`src/rtl/aim_pkg.sv`:
```
// Shared constants and state encoding for the associative index matcher and its
// result decoder.
package aim_pkg;

  localparam int N_WORDS = 32;
  localparam int N_IA    = 256;
  localparam int POS_W   = 9;
  localparam int IDX_W   = $clog2(N_WORDS);
  localparam int CNT_W   = IDX_W + 1;

  typedef enum logic [1:0] {
    ST_IDLE = 2'd0,
    ST_EMIT = 2'd1,
    ST_DONE = 2'd2
  } aim_state_e;

endpackage

```
`src/rtl/aim_onehot_dec.sv`:
```
// Combinational position -> one-hot row decoder with an unsigned range check
// done on the full position width.
module aim_onehot_dec #(
  parameter int POS_W = aim_pkg::POS_W,
  parameter int N_IA  = aim_pkg::N_IA
) (
  input  logic [POS_W-1:0] pos_i,
  output logic [N_IA-1:0]  row_o,
  output logic             in_range_o
);

  logic in_range_s;

  // Range check and decode; an out-of-range position yields an all-zero row.
  always_comb begin
    in_range_s = (32'(pos_i) < 32'(N_IA));
    row_o      = '0;
    for (int i = 0; i < N_IA; i++) begin
      row_o[i] = in_range_s && (32'(pos_i) == 32'(i));
    end
    in_range_o = in_range_s;
  end

endmodule

```
`src/rtl/aim_match_decoder.sv`:
```
// Rebuilds per-word one-hot hit rows from latched match results and streams them
// with a valid/ready handshake. Define AIM_DEC_SKIP_EN to skip words with valid=0.
module aim_match_decoder
  import aim_pkg::*;
#(
  parameter int N_WORDS = aim_pkg::N_WORDS,
  parameter int N_IA    = aim_pkg::N_IA,
  parameter int POS_W   = aim_pkg::POS_W
) (
  input  logic                       i_clk,
  input  logic                       i_rst,
  input  logic                       i_start,
  input  logic [N_WORDS-1:0]         i_valid,
  input  logic [N_WORDS*POS_W-1:0]   i_pos,
  output logic                       o_busy,
  output logic                       o_row_valid,
  input  logic                       i_row_ready,
  output logic [$clog2(N_WORDS)-1:0] o_row_idx,
  output logic [N_IA-1:0]            o_row,
  output logic                       o_finish,
  output logic [$clog2(N_WORDS):0]   o_hit_count,
  output logic                       o_err
);

  localparam int IW = $clog2(N_WORDS);
  localparam int CW = IW + 1;

  aim_state_e               state_q;
  logic [N_WORDS-1:0]       valid_q;
  logic [N_WORDS*POS_W-1:0] pos_q;
  logic                     busy_q;
  logic                     row_valid_q;
  logic                     finish_q;
  logic                     err_q;
  logic                     row_hit_q;
  logic [IW-1:0]            row_idx_q;
  logic [N_IA-1:0]          row_q;
  logic [CW-1:0]            hit_count_q;

  logic [N_WORDS-1:0]       src_valid_s;
  logic [N_WORDS*POS_W-1:0] src_pos_s;
  logic [CW-1:0]            base_s;
  logic [IW-1:0]            ptr_d;
  logic                     found_s;
  logic                     sel_valid_s;
  logic [POS_W-1:0]         sel_pos_s;
  logic [N_IA-1:0]          dec_row_s;
  logic                     in_range_s;
  logic [N_IA-1:0]          row_d;
  logic                     row_hit_d;
  logic                     row_err_d;

  // In IDLE the first row is decoded straight from the inputs so it is ready at t+1.
  always_comb begin
    if (state_q == ST_IDLE) begin
      src_valid_s = i_valid;
      src_pos_s   = i_pos;
      base_s      = '0;
    end else begin
      src_valid_s = valid_q;
      src_pos_s   = pos_q;
      base_s      = {1'b0, row_idx_q} + CW'(1'b1);
    end
  end

`ifdef AIM_DEC_SKIP_EN
  // Next word to emit: lowest valid word at or after the search base.
  always_comb begin
    found_s = 1'b0;
    ptr_d   = '0;
    for (int i = N_WORDS - 1; i >= 0; i--) begin
      found_s = found_s | ((i >= int'(base_s)) && src_valid_s[i]);
      ptr_d   = ((i >= int'(base_s)) && src_valid_s[i]) ? IW'(i) : ptr_d;
    end
  end
`else
  // Next word to emit: every word in order.
  always_comb begin
    found_s = (32'(base_s) < 32'(N_WORDS));
    ptr_d   = base_s[IW-1:0];
  end
`endif

  // Select the word under the next pointer for the single decoder instance.
  always_comb begin
    sel_valid_s = src_valid_s[ptr_d];
    sel_pos_s   = src_pos_s[ptr_d*POS_W +: POS_W];
  end

  aim_onehot_dec #(
    .POS_W (POS_W),
    .N_IA  (N_IA)
  ) u_dec (
    .pos_i      (sel_pos_s),
    .row_o      (dec_row_s),
    .in_range_o (in_range_s)
  );

  // Row content and its hit/error classification for the next row register load.
  always_comb begin
    row_hit_d = sel_valid_s && in_range_s;
    row_err_d = sel_valid_s && !in_range_s;
    row_d     = row_hit_d ? dec_row_s : '0;
  end

  // Control FSM; all outputs come straight from these registers.
  always_ff @(posedge i_clk) begin
    if (i_rst) begin
      state_q     <= ST_IDLE;
      valid_q     <= '0;
      pos_q       <= '0;
      busy_q      <= 1'b0;
      row_valid_q <= 1'b0;
      finish_q    <= 1'b0;
      err_q       <= 1'b0;
      row_hit_q   <= 1'b0;
      row_idx_q   <= '0;
      row_q       <= '0;
      hit_count_q <= '0;
    end else begin
      finish_q <= 1'b0;
      case (state_q)
        ST_IDLE: begin
          if (i_start) begin
            valid_q     <= i_valid;
            pos_q       <= i_pos;
            busy_q      <= 1'b1;
            hit_count_q <= '0;
            state_q     <= ST_EMIT;
            row_valid_q <= found_s;
            row_idx_q   <= ptr_d;
            row_q       <= found_s ? row_d : '0;
            row_hit_q   <= row_hit_d & found_s;
            err_q       <= row_err_d & found_s;
          end else begin
            state_q <= ST_IDLE;
          end
        end
        ST_EMIT: begin
          if (!row_valid_q) begin
            // Nothing to emit in this batch.
            state_q  <= ST_DONE;
            finish_q <= 1'b1;
          end else if (i_row_ready) begin
            hit_count_q <= hit_count_q + CW'(row_hit_q);
            if (found_s) begin
              row_idx_q <= ptr_d;
              row_q     <= row_d;
              row_hit_q <= row_hit_d;
              err_q     <= err_q | row_err_d;
            end else begin
              row_valid_q <= 1'b0;
              row_q       <= '0;
              row_hit_q   <= 1'b0;
              state_q     <= ST_DONE;
              finish_q    <= 1'b1;
            end
          end else begin
            state_q <= ST_EMIT;
          end
        end
        ST_DONE: begin
          busy_q  <= 1'b0;
          state_q <= ST_IDLE;
        end
        default: begin
          busy_q      <= 1'b0;
          row_valid_q <= 1'b0;
          state_q     <= ST_IDLE;
        end
      endcase
    end
  end

  assign o_busy      = busy_q;
  assign o_row_valid = row_valid_q;
  assign o_row_idx   = row_idx_q;
  assign o_row       = row_q;
  assign o_finish    = finish_q;
  assign o_hit_count = hit_count_q;
  assign o_err       = err_q;

endmodule

```
`config.mk`:
```
export PLATFORM = sky130hd
export DESIGN_NAME = aim_match_decoder
export DESIGN_NICKNAME = d
export VERILOG_FILES = /design/src/rtl/aim_pkg.sv /design/src/rtl/aim_onehot_dec.sv /design/src/rtl/aim_match_decoder.sv
export SDC_FILE = /design/constraint.sdc
export NUM_CORES = 1
export LEC_CHECK = 0
export ABC_AREA = 1
export BUFFER_PORTS_ARGS = -buffer_cell sky130_fd_sc_hd__buf_2
export CAP_MARGIN = 20
export CORE_MARGIN = 2
export CORE_UTILIZATION = 40
export DETAILED_ROUTE_END_ITERATION = 8
export PLACE_DENSITY_LB_ADDON = 0.1
export SKIP_CTS_REPAIR_TIMING = 1
export SLEW_MARGIN = 20
export SYNTH_ARGS = -nofsm -noshare
export SYNTH_HDL_FRONTEND = slang
export SYNTH_SLANG_ARGS = --single-unit
```
`constraint.sdc`:
```
create_clock -name i_clk -period 3.6 [get_ports i_clk]
set_input_delay 0.18 -clock i_clk [delete_from_list [all_inputs] [get_ports i_clk]]
set_output_delay 0.18 -clock i_clk [all_outputs]
set_load 0.05 [all_outputs]
```
==> results.md <==
* Layout cells sized above 1 at 22.58%
* Flop pwr share at approximately two fifths
* Die area at around 0.068 sq mm
* Pin count of the biggest net entering global routing at 212
* Layout Nets at 4774
* Synth area leaders: dfxtp_1 45%, nand2_1 15%, a21oi_1 8.1%
* Area leader, netlist: dfxtp_1
* Total track usage at 29.77%
* Worst vdd rail ir drop at 0.0003995 V
* Status: finished with violations
* CTS H-tree lvls at 3
* GR Overflow Total at 0
* Worst min path class: in -> reg
* Vias per std cell at 5.195
* DR vias at approximately 28000
* Switching Share at about 30%
* Max frequency at between 200 and 300 MHz
* Die X-Extent at ~260 um
* DR WL/cell at 20.55 um
* Initial core utilization at 40.36%
* Clk_lat worst skew at about 0.61 ns
* Final min period at 3.494 ns
* Antenna violations before repair at 16
* CP max stage delay at roughly 0.70 ns
* Rows at 94
* Final worst setup slack at 0.1059 ns
* Die height at 261.3 um
* Vias in the first global route at 23800
* Cells along the critical path: ha_1 > buf_4 > nor2_4 > a21oi_1 > nand2_1 > nand2_1 > nand3_1 > nand3_1 > nand3b_1 > nor2_2 > nand3_1 > a21oi_1
* Cell mode on critical path: nand3_1
* P_int at 11.99 mW
* Slowest cell on the critical path: nor2_2
* Finished Layout Cells at 5375
* Worst-Margin Slew at 1.160 ns
* Critical-path maximum fanout at 11
* WL final at 110400 um
* CP arrival at about 4.0 ns
* Pleak at 15.03 nW
* Finished Core Util at 53.83%
* CP Launch Type: flip-flop
* Root buffer cell: clkbuf_16
* Clock skew at 0.02379 ns
* Max Cap Violations at 0
* Final setup viols at 0
* Clock Path Buffers at 3
* Overall Power at 16.99 mW
* Final period util at slightly below 100%
* IO buf count at 594
* Dpl cells at 4923
* Remaining antenna violation count at 0
* Failing checks: hold timing
* Cts bufs inserted at between 60 and 70
* CTS tree: yes
* Clock power share at about two fifths
* Area growth syn-to-layout at 33.38%
* #FFs+latches synth at 594
* Synth cell types at 38
* Cells after synthesis at approximately 3700
* Iter 0 DRT Violations at 2726
* Synth warn at 0
* Setup tns final at 0 ns
* Post-synthesis sequential area ratio at between 40 and 50%
* Pins over their slew limit at 0
* NetSw at 4.996 mW
* TritonRoute pass-1 iters at 6
* Top cell type's share of synthesized area at ~45%
* Critical path class: reg -> reg
* Detail Placement HPWL at just over 70000 um
* Fin. Hold Viols at 3
* Drc violations at 0
* Worst path required time at a little over 4 ns
* Design Area, Final at 0.03533 sq mm
* Post-DP Area at between 0.02 and 0.03 sq mm
* Crit end category: flip-flop
* Comb pwr share at 16.9%
* First-pass GRT wire length at approximately 150000 um
* Reg clk slew, reported paths at ~0.060 ns
* Final Hold Slack at -0.009916 ns
* IO Pins at between 500 and 600
* Synthesized area at 0.02649 sq mm
* Worst slew margin at about 23%
* Syn avg cell area at 7.181 sq um
* Gp weighted congestion at 0.8833
* Syn_nets at between 4000 and 5000
* Pre-CTS setup slack at 0.1365 ns
* RSZ-0062 raised after global routing: false
* PD cells at between 400 and 500 mW/mm^2
* Core Area at 0.06563 sq mm
* Clock net sink count at 594
==> cells in the mapped netlist (all sizes together) <==
cell / number
nand2: 1140
dfxtp: 594
a21oi: 509
nor2: 377
nand3: 337
o21ai: 241
clkbuf: 161
inv: 148
buf: 127
nand4: 23
o211ai: 8
nor3: 7
ha: 3
a21boi: 2
a221oi: 2
nand3b: 2
o22ai: 2
a211oi: 1
and3: 1
clkinv: 1
nor3b: 1
or2: 1
xnor2: 1
==> cells in the final DEF (no fill, tap or decap), types with 69 or more instances in the layout <==
cell           count
nand2_1         1037
buf_2            593
dfxtp_1          593
a21oi_1          428
nor2_1           332
nand3_1          332
dlygate4sd3_1    314
o21ai_0          238
inv_1            140
nand2_2           95
a21oi_2           81
clkbuf_16         69
==> metal layers <==
layer	wire length [um]	GRT usage (%)
met1	49430	42.53
met4	3456	9.612
met2	48490	44.12
met5	41	0
met3	9026	6.988
==> flip-flops by register name, summed over array words and instances (netlist names) <==
name	cells
o_busy	1
o_hit_count	6
state_q	2
o_err	1
valid_q	32
o_finish	1
o_row_idx	5
o_row	256
pos_q	288
o_row_valid	1
row_hit_q	1
==> cell type report <==
cell class | instances | area (sq um)
antenna | 15 | 37.54
clock buffer | 99 | 2009
clock inverter | 20 | 249.0
fill | 6467 | 30300
inverter | 149 | 571.8
multi-input combinational | 2659 | 12590
sequential | 594 | 11900
tap | 864 | 1081
timing repair buffer | 975 | 6895
==> worst paths after layout <==
path | from | end | slack (ns) | cells after the start
worst max register to register | o_row_idx[0] | o_row[32] | 0.11 | 12
worst min register to register | pos_q[172] | pos_q[172] | 0.45 | 2
worst min-delay path | i_pos[268] | pos_q[268] | -0.01 | 3
worst max-delay path | o_row_idx[0] | o_row[32] | 0.11 | 12
==> worst max-delay path: cells and delay by family (launching register included) <==
| kind | cells | cell delay [ns] |
|---|---|---|
| AO/OA/AOI/OAI | 2 | 0.60 |
| adder cells (fa/ha/maj) | 1 | 0.42 |
| buffers and inverters | 1 | 0.25 |
| flip-flops | 1 | 0.40 |
| AND/OR/NAND/NOR | 8 | 1.75 |
==> cell families (layout without fill, tap and decap cells) <==
| group | Yosys count | after routing | synth area share [%] |
|---|---|---|---|
| AOI/OAI and AO/OA | 765 | 765 | 15.77 |
| buffers and inverters | 437 | 1243 | 7.723 |
| xor gates and xnor gates | 1 | 1 | 0.03307 |
| adders and majority gates | 3 | 3 | 0.1417 |
| and+or+nand+nor | 1889 | 1890 | 31.44 |
| other | 0 | 15 | 0 |
| DFF | 594 | 594 | 44.89 |
==> power by group through the flow <==
stage                     Combinational [mW]  Sequential [mW]  Clock, mW
after floorplan                         1.61             7.17          0
after global placement                  2.51             7.17          0
after detailed placement                2.51             7.18          0
after CTS                               2.51             7.03       7.17
after global routing                    3.09             7.07       7.42
final                                   2.87             7.04       7.08
No activity file was read; power rests on OpenSTA's default activity.
